$ cat config.mk
export PLATFORM = sky130hd
export DESIGN_NAME = usb_string_desc_reader
export DESIGN_NICKNAME = d
export VERILOG_FILES = /design/src/rtl/usb_string_desc_reader.sv
export SDC_FILE = /design/constraint.sdc
export NUM_CORES = 1
export LEC_CHECK = 0
export ABC_CLOCK_PERIOD_IN_PS = 3250
export CORE_UTILIZATION = 30
export CTS_CLUSTER_SIZE = 8
export DETAILED_ROUTE_END_ITERATION = 8
export GPL_TIMING_DRIVEN = 0
export PLACE_DENSITY = 0.47
export SYNTH_ARGS = -nofsm -noshare
export SYNTH_HDL_FRONTEND = slang
export SYNTH_SLANG_ARGS = --single-unit
$ cat constraint.sdc
create_clock -name clk -period 3.25 [get_ports clk]
set_input_delay 0.4875 -clock clk [delete_from_list [all_inputs] [get_ports clk]]
set_output_delay 0.4875 -clock clk [all_outputs]
set_load 0.005 [all_outputs]
$ cat src/rtl/usb_string_desc_reader.sv
// Streams a USB string descriptor out of a combinational ROM as IN packets, with NAK resend.
// Define USB_STR_ZLP_EN to send a zero-length packet after a short transfer that ends on a packet boundary.
module usb_string_desc_reader #(
    parameter int MAX_PACKET  = 64,
    parameter int NUM_STRINGS = 3
) (
    input  logic        clk,
    input  logic        reset,
    input  logic        req_valid,
    output logic        req_ready,
    input  logic [7:0]  req_index,
    input  logic [15:0] req_wlength,
    input  logic        abort,
    output logic [7:0]  str_index,
    output logic [7:0]  rom_addr,
    input  logic [7:0]  rom_length,
    input  logic [7:0]  rom_data,
    output logic        tx_valid,
    input  logic        tx_ready,
    output logic [7:0]  tx_data,
    output logic        tx_last,
    output logic        tx_zlp,
    input  logic        pkt_ack,
    input  logic        pkt_nak,
    output logic        stall,
    output logic        xfer_done
);

    localparam int PW = $clog2(MAX_PACKET);
    localparam int CW = PW + 1;
    localparam logic [CW-1:0] LAST_CNT = CW'(MAX_PACKET - 1);

`ifdef USB_STR_ZLP_EN
    localparam bit ZLP_EN = 1'b1;
`else
    localparam bit ZLP_EN = 1'b0;
`endif

    typedef enum logic [2:0] {
        IDLE,
        LOOKUP,
        SEND,
        WAIT_ACK,
        ZLP,
        DONE
    } state_t;

    state_t        r_state;
    logic [7:0]    r_index;
    logic [15:0]   r_wlength;
    logic [7:0]    r_total;
    logic [7:0]    r_byte_ptr;
    logic [7:0]    r_pkt_start;
    logic [CW-1:0] r_pkt_cnt;
    logic          r_zlp_flag;
    logic          r_tx_valid;
    logic          r_tx_last;
    logic          r_tx_zlp;
    logic          r_stall;
    logic          r_xfer_done;

    logic          w_valid_index;
    logic [7:0]    w_min_len;
    logic          w_zlp_needed;
    logic          w_accept;

    // tx_last is registered, so it is precomputed for the byte that will be offered next.
    function automatic logic isLast(input logic [7:0] ptr, input logic [CW-1:0] cnt,
                                    input logic [7:0] total);
        return (cnt == LAST_CNT) || (ptr == total - 8'd1);
    endfunction

    assign w_valid_index = (32'(r_index) < NUM_STRINGS);
    assign w_min_len     = ({8'd0, rom_length} < r_wlength) ? rom_length : r_wlength[7:0];
    assign w_zlp_needed  = ZLP_EN && (r_total[PW-1:0] == '0) && ({8'd0, r_total} < r_wlength);
    assign w_accept      = r_tx_valid && tx_ready;

    assign req_ready = (r_state == IDLE);
    assign str_index = r_index;
    assign rom_addr  = r_byte_ptr;
    assign tx_data   = rom_data;
    assign tx_valid  = r_tx_valid;
    assign tx_last   = r_tx_last;
    assign tx_zlp    = ZLP_EN && r_tx_zlp;
    assign stall     = r_stall;
    assign xfer_done = r_xfer_done;

    always_ff @(posedge clk) begin
        if (reset) begin
            r_state     <= IDLE;
            r_index     <= 8'd0;
            r_wlength   <= 16'd0;
            r_total     <= 8'd0;
            r_byte_ptr  <= 8'd0;
            r_pkt_start <= 8'd0;
            r_pkt_cnt   <= '0;
            r_zlp_flag  <= 1'b0;
            r_tx_valid  <= 1'b0;
            r_tx_last   <= 1'b0;
            r_tx_zlp    <= 1'b0;
            r_stall     <= 1'b0;
            r_xfer_done <= 1'b0;
        end else if (abort) begin
            r_state     <= IDLE;
            r_zlp_flag  <= 1'b0;
            r_tx_valid  <= 1'b0;
            r_tx_last   <= 1'b0;
            r_tx_zlp    <= 1'b0;
            r_stall     <= 1'b0;
            r_xfer_done <= 1'b0;
        end else begin
            r_stall     <= 1'b0;
            r_xfer_done <= 1'b0;
            case (r_state)
                IDLE: begin
                    if (req_valid) begin
                        r_index   <= req_index;
                        r_wlength <= req_wlength;
                        r_state   <= LOOKUP;
                    end
                end

                LOOKUP: begin
                    if (!w_valid_index) begin
                        r_stall <= 1'b1;
                        r_state <= IDLE;
                    end else begin
                        r_total     <= w_min_len;
                        r_byte_ptr  <= 8'd0;
                        r_pkt_start <= 8'd0;
                        r_pkt_cnt   <= '0;
                        r_zlp_flag  <= 1'b0;
                        if (w_min_len == 8'd0) begin
                            r_xfer_done <= 1'b1;
                            r_state     <= DONE;
                        end else begin
                            r_tx_valid <= 1'b1;
                            r_tx_last  <= isLast(8'd0, '0, w_min_len);
                            r_state    <= SEND;
                        end
                    end
                end

                SEND: begin
                    if (w_accept) begin
                        r_byte_ptr <= r_byte_ptr + 8'd1;
                        r_pkt_cnt  <= r_pkt_cnt + CW'(1);
                        if (r_tx_last) begin
                            r_tx_valid <= 1'b0;
                            r_tx_last  <= 1'b0;
                            r_state    <= WAIT_ACK;
                        end else begin
                            r_tx_last <= isLast(r_byte_ptr + 8'd1, r_pkt_cnt + CW'(1), r_total);
                        end
                    end
                end

                // A NAK rewinds to the start of the packet just sent, whether data or ZLP.
                WAIT_ACK: begin
                    if (pkt_nak) begin
                        r_byte_ptr <= r_pkt_start;
                        r_pkt_cnt  <= '0;
                        r_tx_valid <= 1'b1;
                        if (r_zlp_flag) begin
                            r_tx_last <= 1'b1;
                            r_tx_zlp  <= 1'b1;
                            r_state   <= ZLP;
                        end else begin
                            r_tx_last <= isLast(r_pkt_start, '0, r_total);
                            r_state   <= SEND;
                        end
                    end else if (pkt_ack) begin
                        if (r_zlp_flag) begin
                            r_xfer_done <= 1'b1;
                            r_state     <= DONE;
                        end else if (r_byte_ptr < r_total) begin
                            r_pkt_start <= r_byte_ptr;
                            r_pkt_cnt   <= '0;
                            r_tx_valid  <= 1'b1;
                            r_tx_last   <= isLast(r_byte_ptr, '0, r_total);
                            r_state     <= SEND;
                        end else if (w_zlp_needed) begin
                            r_pkt_start <= r_byte_ptr;
                            r_pkt_cnt   <= '0;
                            r_tx_valid  <= 1'b1;
                            r_tx_last   <= 1'b1;
                            r_tx_zlp    <= 1'b1;
                            r_state     <= ZLP;
                        end else begin
                            r_xfer_done <= 1'b1;
                            r_state     <= DONE;
                        end
                    end
                end

                ZLP: begin
                    if (w_accept) begin
                        r_zlp_flag <= 1'b1;
                        r_tx_valid <= 1'b0;
                        r_tx_last  <= 1'b0;
                        r_tx_zlp   <= 1'b0;
                        r_state    <= WAIT_ACK;
                    end
                end

                DONE: begin
                    r_state <= IDLE;
                end

                default: begin
                    r_state <= IDLE;
                end
            endcase
        end
    end

endmodule
==> results.py, run 1 <==
metrics = {
    "floorplan": {
        "rows": 41,
        "io_pins": 77,
        "die-area_mm2": 0.01384,
        "fp.dieH_um": 117.7,
        "core_area_mm2": 0.01282,
        "die_w_um": 117.7,
        "initial_core_util_pct": 31.29,
    },
    "flow_run": {
        "max_cap_violations": 0,
    },
    "critical_path": {
        "slowest_stage": "a2111oi_1",
        "critPathKind": "register to register",
        "crit_required_ns": 3.50,
        "worst_path_dominant_cell_family": "compound AO/OA/AOI/OAI gates",
        "cp-start-kind": "register",
        "cp_slowest_stage_delay_ns": 0.55,
        "worstSetupEndpointType": "register",
        "path_buf_inv": 1,
        "cp_max_fo": 7,
        "cp_data_arrival_time_ns": 3.22,
        "path_cells": "inv_1 > ha_1 > nor3b_1 > xnor3_1 > or3_1 > a2111oi_1 > a2111oi_0 > a211oi_1",
    },
    "clock_network": {
        "cts_tree": "done",
        "cts_root_buf": "clkbuf_16",
        "cts_setup_buffers": 0,
        "numClockSinks": 63,
        "cts_buffers": 9,
        "ctsResizeCount": 0,
        "clock_path_buffers": 2,
        "clk_pin_slew_ns": 0.06,
        "h-tree-depth": 3,
        "clock_latency_ns": 0.33,
        "hold_buffers": 0,
    },
    "run_status": {
        "status": "finished clean",
    },
    "timing": {
        "fin_crit_sh_pct": 91.27,
        "finalSetupViolCount": 0,
        "drv_slew": 0,
        "rsz0062_at_grt": "no",
        "fmax_mhz": 337.1,
        "skew_ns": 0.007726,
        "slew_headroom_pct": 42.40,
        "layout_min_cycle_time_ns": 2.966,
        "hold_viol_final": 0,
        "finalSetupTns_ns": 0,
        "tightest_slew_ns": 0.8608,
    },
    "power": {
        "vdd.ir_drop.worst_v": 0.0001979,
        "power_switching_mw": 0.5577,
        "intPower_mw": 1.518,
        "p_seq_share_pct": 39.4,
        "p_leak_nw": 1.834,
        "clkPwrFrac_pct": 42.1,
        "p_sw_share_pct": 26.87,
        "pwr-share-comb_pct": 18.5,
        "p_per_area_mw_per_mm2": 400.9,
    },
    "drt": {
        "first_pass_iters": 5,
        "wirelength_um": 11940,
        "detail_route.vias_per_cell": 5.107,
        "postRouteAntennaNets": 0,
        "drcViolationCount": 0,
        "detail_route.iter0.violations": 244,
        "vias": 3922,
        "wl_per_cell_um": 15.54,
    },
    "yosys": {
        "ys_seq_area_share_pct": 31.43,
        "synth-edff-count": 0,
        "ys_ff_latch": 63,
        "syn_nets": 580,
        "synth_async_sr_flop_share_pct": 0,
        "synth_flop_cell": "dfxtp_1",
        "synth_cell_types": 59,
        "yosys_warnings": 0,
        "synth_area_mm2": 0.004013,
        "syn_area_per_cell_um2": 7.807,
        "synthCells": 514,
    },
    "layout": {
        "nets": 658,
        "stdcell_area_mm2": 0.005177,
        "syn_to_final_growth_pct": 29.03,
        "mostFrequentLayoutCell": "nand2_1",
        "insertedDiodeCount": 0,
        "drive_above_1_share_pct": 5.705,
        "most-common-layout-cells": "70 x nand2_1, 67 x clkdlybuf4s50_1, 65 x a21oi_1",
        "filler_cell_count": 1349,
    },
    "global_routing": {
        "overflow": 0,
        "grt_max_degree": 11,
        "grt_pass1_vias": 3592,
        "grt_pass1_wl_um": 19110,
        "grtUsageTotal_pct": 17.65,
        "antenna_found_initial": 0,
    },
    "hold_path": {
        "hold_class": "register to register",
    },
    "placement": {
        "dp_hpwl_um": 9019,
        "placed_area_mm2": 0.004898,
        "io_buffers": 67,
        "place.gp.congestion": 0.8564,
    },
}
[metal layers]
metal / share of wire [%] / global-route usage (%) / up-vias
met1: 49 / 24.45 / 1821
met3: 5.2 / 3.779 / 14
li1: - / - / 1971
met2: 44 / 26.40 / 116
met5: 0 / 0 / -
met4: 1.7 / 7.212 / 0
[metrics by stage]
stage,util (%),cells,power (mW),worst slack (ns),hold slack [ns]
after global placement,38.20,753,1.211,0.09339,0.4473
after detailed placement,38.20,753,1.212,0.08523,0.4511
final,40.37,768,2.076,0.2837,0.4573
after CTS,40.21,768,2.100,0.09001,0.4585
after global routing,40.37,768,2.190,0.03080,0.4838
after floorplan,-,514,1.066,0.6811,0.4360
[area by class of cell]
type	count	area [µm²]	area share [%]
clock inverter	1	5.005	0.09666
multi-input combinational	388	2492	48.14
sequential	63	1261	24.36
clock buffer	14	254.0	4.906
timing repair buffer	67	670.6	12.95
buffer	37	181.4	3.504
tap	172	215.2	4.157
inverter	26	97.59	1.885
[worst reg2reg max path: stages, from the launching register on]
cell and delay (ns):
dfxtp_1 0.40, inv_1 0.10, ha_1 0.25, nor3b_1 0.32, xnor3_1 0.33, or3_1 0.39, a2111oi_1 0.55, a2111oi_0 0.29
a211oi_1 0.26
[cells by family (layout without fill, tap and decap cells)]
kind of cell / after synthesis / count (layout) / share of synthesized area, %
and+or+nand+nor: 205 / 205 / 24.42
AOI/OAI and AO/OA: 130 / 130 / 20.52
DFF: 63 / 63 / 31.43
buffers and inverters: 63 / 145 / 6.953
xor gates and xnor gates: 32 / 32 / 10.41
adders and majority gates: 19 / 19 / 5.925
other: 1 / 1 / 0.09346
muxes: 1 / 1 / 0.2495
[final timing paths]
check | from | cells past startpoint | endpoint | slack [ns]
max reg2reg | r_total[0] | 8 | tx_last | 0.28
max | r_total[0] | 8 | tx_last | 0.28
min | r_wlength[9] | 2 | r_wlength[9] | 0.46
min reg2reg | r_wlength[9] | 2 | r_wlength[9] | 0.46
[power groups by stage]
stage	logic [mW]	registers (mW)	clock network [mW]
after floorplan	0.237	0.828	0
after global placement	0.377	0.834	0
after detailed placement	0.378	0.834	0
after CTS	0.382	0.818	0.901
after global routing	0.423	0.821	0.946
final	0.383	0.818	0.874
[flip-flops by register name, indices dropped and copies added, names as in the netlist]
| signal | flops |
|---|---|
| r_pkt_start | 8 |
| r_zlp_flag | 1 |
| r_wlength | 16 |
| r_total | 8 |
| tx_valid | 1 |
| xfer_done | 1 |
| str_index | 8 |
| r_pkt_cnt | 7 |
| stall | 1 |
| tx_last | 1 |
| rom_addr | 8 |
| r_state | 3 |
[Yosys cell counts (5+ instances only)]
master | number | area [µm²]
nor2_1 | 50 | 187.7
nand2_1 | 70 | 262.8
or3_1 | 7 | 43.79
inv_1 | 26 | 97.59
nor3_1 | 13 | 65.06
nor4_1 | 5 | 31.28
clkbuf_1 | 25 | 93.84
or4_1 | 5 | 37.54
a211oi_1 | 16 | 120.1
and3_1 | 5 | 31.28
xnor3_1 | 10 | 225.2
ha_1 | 19 | 237.7
xnor2_1 | 14 | 122.6
a21oi_1 | 65 | 325.3
nand4_1 | 5 | 31.28
buf_4 | 9 | 67.56
xor2_1 | 8 | 70.07
nand2b_1 | 11 | 68.82
nand3_1 | 16 | 80.08
dfxtp_1 | 63 | 1261
o21ai_0 | 16 | 80.08
No activity file was read; power rests on OpenSTA's default activity.
==> run 2: changes to the inputs <==
- CTS_CLUSTER_SIZE: 8 -> default
==> results of run 2 <==
Final layout, timing and power as in run 1 (identical DEF).
